--- config.mk ---
export PLATFORM = sky130hd
export DESIGN_NAME = led_breathe_pwm
export DESIGN_NICKNAME = d
export VERILOG_FILES = /design/src/rtl/led_pwm_pkg.sv /design/src/rtl/tri_ramp.sv /design/src/rtl/led_breathe_pwm.sv
export SDC_FILE = /design/constraint.sdc
export NUM_CORES = 1
export LEC_CHECK = 0
export BUFFER_PORTS_ARGS = -buffer_cell sky130_fd_sc_hd__buf_2
export CAP_MARGIN = 20
export CORE_ASPECT_RATIO = 1.1
export CORE_MARGIN = 4
export CORE_UTILIZATION = 45
export DETAILED_ROUTE_END_ITERATION = 10
export SKIP_CTS_REPAIR_TIMING = 1
export SLEW_MARGIN = 20
export SYNTH_ARGS = -nofsm -noshare
export SYNTH_HDL_FRONTEND = slang
export SYNTH_SLANG_ARGS = --single-unit
--- constraint.sdc ---
create_clock -name i_clk -period 3.3 [get_ports i_clk]
set_clock_uncertainty 0.15 [all_clocks]
set_input_delay 0 -clock i_clk [delete_from_list [all_inputs] [get_ports i_clk]]
set_output_delay 0 -clock i_clk [all_outputs]
set_load 0.01 [all_outputs]
--- src/rtl/led_pwm_pkg.sv ---
// Shared types and helpers for the multi-channel breathing LED PWM driver.
package led_pwm_pkg;

  typedef enum logic [1:0] {
    MODE_OFF     = 2'd0,
    MODE_FIXED   = 2'd1,
    MODE_BREATHE = 2'd2,
    MODE_BLINK   = 2'd3
  } mode_e;

  // Reset ramp level of channel k: channels spread evenly over the counter range.
  function automatic int unsigned phase_init(int unsigned k, int unsigned nch, int unsigned cw);
    return (k * (32'd1 << cw)) / nch;
  endfunction

endpackage

--- src/rtl/tri_ramp.sv ---
// Triangle ramp for one channel: level walks 0..max..0, holding each extreme for one step.
module tri_ramp
  import led_pwm_pkg::*;
#(
  parameter int unsigned CW   = 8,
  parameter int unsigned INIT = 0
) (
  input  logic          i_clk,
  input  logic          i_rst_n,
  input  logic          i_step,
  output logic [CW-1:0] o_level_nxt
);

  localparam logic [CW-1:0] LVL_MAX  = '1;
  localparam logic [CW-1:0] LVL_INIT = CW'(INIT);

  logic [CW-1:0] r_level;
  logic          r_down;
  logic [CW-1:0] w_level_nxt;
  logic          w_down_nxt;

  always_comb begin
    w_level_nxt = r_level;
    w_down_nxt  = r_down;
    if (i_step) begin
      if (r_down) begin
        w_level_nxt = r_level - 1'b1;
        if (w_level_nxt == '0) w_down_nxt = 1'b0;
      end else begin
        w_level_nxt = r_level + 1'b1;
        if (w_level_nxt == LVL_MAX) w_down_nxt = 1'b1;
      end
    end
  end

  always_ff @(posedge i_clk) begin
    if (!i_rst_n) begin
      r_level <= LVL_INIT;
      r_down  <= (LVL_INIT == LVL_MAX);
    end else begin
      r_level <= w_level_nxt;
      r_down  <= w_down_nxt;
    end
  end

  // Post-step level, so a boundary that steps also selects the stepped value.
  assign o_level_nxt = w_level_nxt;

endmodule

--- src/rtl/led_breathe_pwm.sv ---
// Multi-channel PWM LED driver: shared period counter, staggered triangle breathing,
// fixed/blink/off modes; all duty changes are applied only at period boundaries.
module led_breathe_pwm
  import led_pwm_pkg::*;
#(
  parameter int unsigned NCH        = 4,
  parameter int unsigned CW         = 8,
  parameter int unsigned SW         = 16,
  parameter bit          ACTIVE_LOW = 1'b0
) (
  input  logic           i_clk,
  input  logic           i_rst_n,
  input  logic           i_en,
  input  logic [1:0]     i_mode,
  input  logic [SW-1:0]  i_step_div,
  input  logic [CW-1:0]  i_duty_fix,
  output logic [NCH-1:0] o_led,
  output logic           o_period_start
);

  logic [CW-1:0]  r_pwm_cnt;
  logic [SW-1:0]  r_presc;
  logic [SW-1:0]  r_step_div;
  logic           r_blink;
  logic           r_armed;
  logic [CW-1:0]  r_duty [NCH];
  logic [NCH-1:0] r_led;
  logic           r_period_start;

  logic           w_bnd;
  logic           w_tick;
  logic           w_blink_nxt;
  logic [CW-1:0]  w_lvl_nxt  [NCH];
  logic [CW-1:0]  w_duty_nxt [NCH];

  assign w_bnd       = i_en && (r_pwm_cnt == '1);
  assign w_tick      = w_bnd && (r_presc == r_step_div);
  assign w_blink_nxt = r_blink ^ w_tick;

  for (genvar k = 0; k < NCH; k++) begin : g_ch
    tri_ramp #(
      .CW   (CW),
      .INIT (phase_init(k, NCH, CW))
    ) u_ramp (
      .i_clk       (i_clk),
      .i_rst_n     (i_rst_n),
      .i_step      (w_tick),
      .o_level_nxt (w_lvl_nxt[k])
    );
  end

  always_comb begin
    for (int k = 0; k < NCH; k++) begin
      w_duty_nxt[k] = '0;
      unique case (mode_e'(i_mode))
        MODE_OFF:     w_duty_nxt[k] = '0;
        MODE_FIXED:   w_duty_nxt[k] = i_duty_fix;
        MODE_BREATHE: w_duty_nxt[k] = w_lvl_nxt[k];
        MODE_BLINK:   w_duty_nxt[k] = {CW{w_blink_nxt}};
        default:      w_duty_nxt[k] = '0;
      endcase
    end
  end

  always_ff @(posedge i_clk) begin
    if (!i_rst_n) begin
      r_pwm_cnt      <= '0;
      r_presc        <= '0;
      r_step_div     <= '0;
      r_blink        <= 1'b0;
      r_armed        <= 1'b0;
      r_led          <= {NCH{ACTIVE_LOW}};
      r_period_start <= 1'b0;
      for (int k = 0; k < NCH; k++) r_duty[k] <= '0;
    end else begin
      if (i_en) begin
        r_pwm_cnt <= r_pwm_cnt + 1'b1;
        for (int k = 0; k < NCH; k++) r_led[k] <= (r_pwm_cnt < r_duty[k]) ^ ACTIVE_LOW;
        // The post-reset counter-0 cycle precedes any latched duty, so it is not announced.
        r_period_start <= r_armed && (r_pwm_cnt == '0);
      end else begin
        r_led          <= {NCH{ACTIVE_LOW}};
        r_period_start <= 1'b0;
      end
      if (w_bnd) begin
        r_presc    <= w_tick ? '0 : r_presc + 1'b1;
        r_step_div <= i_step_div;
        r_blink    <= w_blink_nxt;
        r_armed    <= 1'b1;
        r_duty     <= w_duty_nxt;
      end
    end
  end

  assign o_led          = r_led;
  assign o_period_start = r_period_start;

endmodule

==> impl_metrics.yaml <==
grt:
  busiest_layer: "met2"
  grt_max_degree: 33
  gr-usage-met2_pct: 35.1
  met3_usage_pct: 4.11
  grt_pass1_wl_mm: 29.2
  use_met1_pct: 26.6
  grt_overflow_total: 0
  grt_pass1_vias: 5773
  track_usage_pct: 21.1
  antenna_found_initial: 0
synth:
  ys.flop_type: "dfxtp_1"
  async_reset_ff_share_pct: 0
  yosysWarnings: 0
  synth_top_area_share_pct: 33.6
  yosysTopAreaCell: "dfxtp_1"
  syn_avg_cell_area_sq_um: 7.98
  syn_inst: 858
  synth_edf_count: 0
  yosysMostFrequentCell: "nand2_1"
  synth.distinct_cells: 57
  synthTopCellsByCount: "130 x nand2_1, 115 x dfxtp_1, 81 x nor2_1"
  synth_area_leaders: "dfxtp_1 34%, ha_1 8.6%, nand2_1 7.1%"
  ys_seq_area_share_pct: 33.6
  synth-seq-cells: 115
  syn-num-nets: 934
  syn_area_sq_mm: 0.00685
place:
  dp_hpwl_mm: 13.0
  io_buffers: 33
  pre_cts_ws_ps: 660
  routabilityCongestion: 0.912
sta:
  layout_worst_path_cycle_share_pct: 79.8
  rsz0062_at_grt: "no"
  slew_violations: 0
  fin_ws_ps: 667
  hold_viol: 0
  tns_ps: 0
  fmax_mhz: 380
  fin_crit_ps: 2630
  worstMarginPinSlew_ps: 680
  finalSetupViolCount: 0
  relSlewSlack_pct: 54.7
routing:
  wl_per_cell_um: 16.2
  postRouteAntennaNets: 0
  drt-total-wl_mm: 17.8
  avgViaCountPerCell: 5.50
  vias: 6050
  drc: 0
  first_pass_iters: 5
  drt_iter0_markers: 407
die:
  die-area_sq_mm: 0.0173
  fp.dieW_um: 126
  num_rows: 47
  core_sq_mm: 0.0150
  ios: 34
  die_h_um: 137
  initial_core_util_pct: 45.6
cts:
  cts_inserted_buffers: 17
  path_clk_slew_ps: 60
  ctsLongestPathBuffers: 2
  cts-root-buf: "clkbuf_16"
  cts.htree.levels: 4
  cts_tree: "built"
  clk_latency_ps: 420
  clock-sinks: 115
critical_path:
  slowest_stage: "dfxtp_1"
  max_stage_delay_ps: 470
  crit_buf_inv: 1
  required_ps: 3490
  critical_path_peak_fanout: 29
  end_kind: "flip-flop"
  critical-path-top-delay-family: "simple AND/OR/NAND/NOR gates"
  r2r-start: "r_pwm_cnt[1]$_SDFFE_PN0P_"
  crit_chain: "ha_1 > nand4_1 > nor2_2 > buf_4 > and3_1 > o211ai_1 > o211ai_1"
  cp.arrival_ps: 2820
  worst_setup_path_start_kind: "flip-flop"
  cp_num_cells: 7
  reg2regPathDepth: 7
  critPathKind: "reg -> reg"
  crit_path_start: "r_pwm_cnt[1]$_SDFFE_PN0P_"
  cp_common_cell: "o211ai_1"
pwr:
  power.density_mw_per_mm2: 421
  ir_worst_vdd_mv: 0.348
  p_leak_nw: 3.02
run_status:
  status: "completed"
min_path:
  min_from: "i_mode[1]"
  min_path_type: "in -> reg"
  whs_path_depth: 3
final_layout:
  final_layout_size_suffix_gt1_share_pct: 9.18
  area_growth_pct: 16.6
  nets: 967
  antenna_cells: 0
flow_run:
  max_cap_viol_count: 0
-- flip-flops by register name, indices dropped and copies added (netlist names) --
| signal | count |
|---|---|
| g_ch.u_ramp.r_level | 32 |
| r_duty | 32 |
| r_presc | 16 |
| r_step_div | 16 |
| r_pwm_cnt | 8 |
| g_ch.u_ramp.r_down | 4 |
| o_led | 4 |
| o_period_start | 1 |
| r_armed | 1 |
| r_blink | 1 |
-- layout by cell type, fill, tap and decap left out, types with 6 or more instances in the layout --
cell type      count
ha_1              47
nand4_1           12
and3_1             6
a21o_1             8
a31oi_1            6
buf_2             33
o21ai_1           10
a211oi_1           9
buf_4             10
dfxtp_1          115
nor4_1            13
dlygate4sd3_1     28
o211ai_1          34
a21oi_1           24
nor3_1            21
clkbuf_16         17
xnor2_1           51
nand2_1          130
nor2_1            79
nand2b_1          15
inv_1             44
xor2_1            45
or4_1              8
nand3_1           29
mux2i_1           18
o21ai_0           10
-- cell type report --
type,count,area [sq um]
tap,196,245
clock inverter,12,130
timing repair buffer,71,520
fill,1418,7010
multi-input combinational,639,4140
inverter,47,176
sequential,115,2300
clock buffer,20,467
-- per-layer routing --
layer	up-vias	routed length (um)
met5	-	0
met4	0	514
met3	33	757
met2	167	8410
met1	2842	8160
li1	3008	-
-- cells by family (layout without fill, tap and decap cells) --
logic type | after synthesis | after routing | share of synthesized area (%)
simple gates | 345 | 345 | 23.7
compound gates | 132 | 132 | 13.1
flops | 115 | 115 | 33.6
buf+inv | 104 | 150 | 5.94
xor+xnor | 96 | 96 | 12.3
fa+ha+maj | 47 | 47 | 8.59
mux | 19 | 19 | 2.80
-- final timing paths --
| kind | slack (ps) | to |
|---|---|---|
| setup / recovery | 670 | r_duty[31]$_SDFFE_PN0P_ |
| hold / removal | 20 | r_duty[25]$_SDFFE_PN0P_ |
| setup reg to reg | 670 | r_duty[31]$_SDFFE_PN0P_ |
| hold reg to reg | 310 | o_period_start$_SDFF_PN0_ |
-- worst min-delay path: cells and delay by family --
family                 cells  cell delay [ps]
buffers and inverters      1              220
and+or+nand+nor            1              100
AOI/OAI and AO/OA          1              230
-- per-stage QoR --
stage / power (mW) / utilization (%) / hold slack (ps) / std cells / area [sq um]
floorplan: 1.48 / - / -14.0 / 858 / 6850
global placement: 1.52 / 47.4 / 91.1 / 1040 / 7110
detailed placement: 1.52 / 47.4 / 98.0 / 1040 / 7110
CTS: 3.36 / 51.4 / -347 / 1072 / 7700
global route: 3.47 / 53.2 / 50.4 / 1100 / 7980
finish: 3.36 / 53.2 / 21.4 / 1100 / 7980
-- report_power, final --
part,switching (mW),internal (mW),total [mW],leakage (nW)
clock,0.677,1.17,1.84,0.280
sequential,0.00611,1.39,1.40,0.926
combinational,0.0613,0.0581,0.119,1.81
total,0.744,2.62,3.36,3.02
Note: power is estimated with default switching activity, not from simulation.
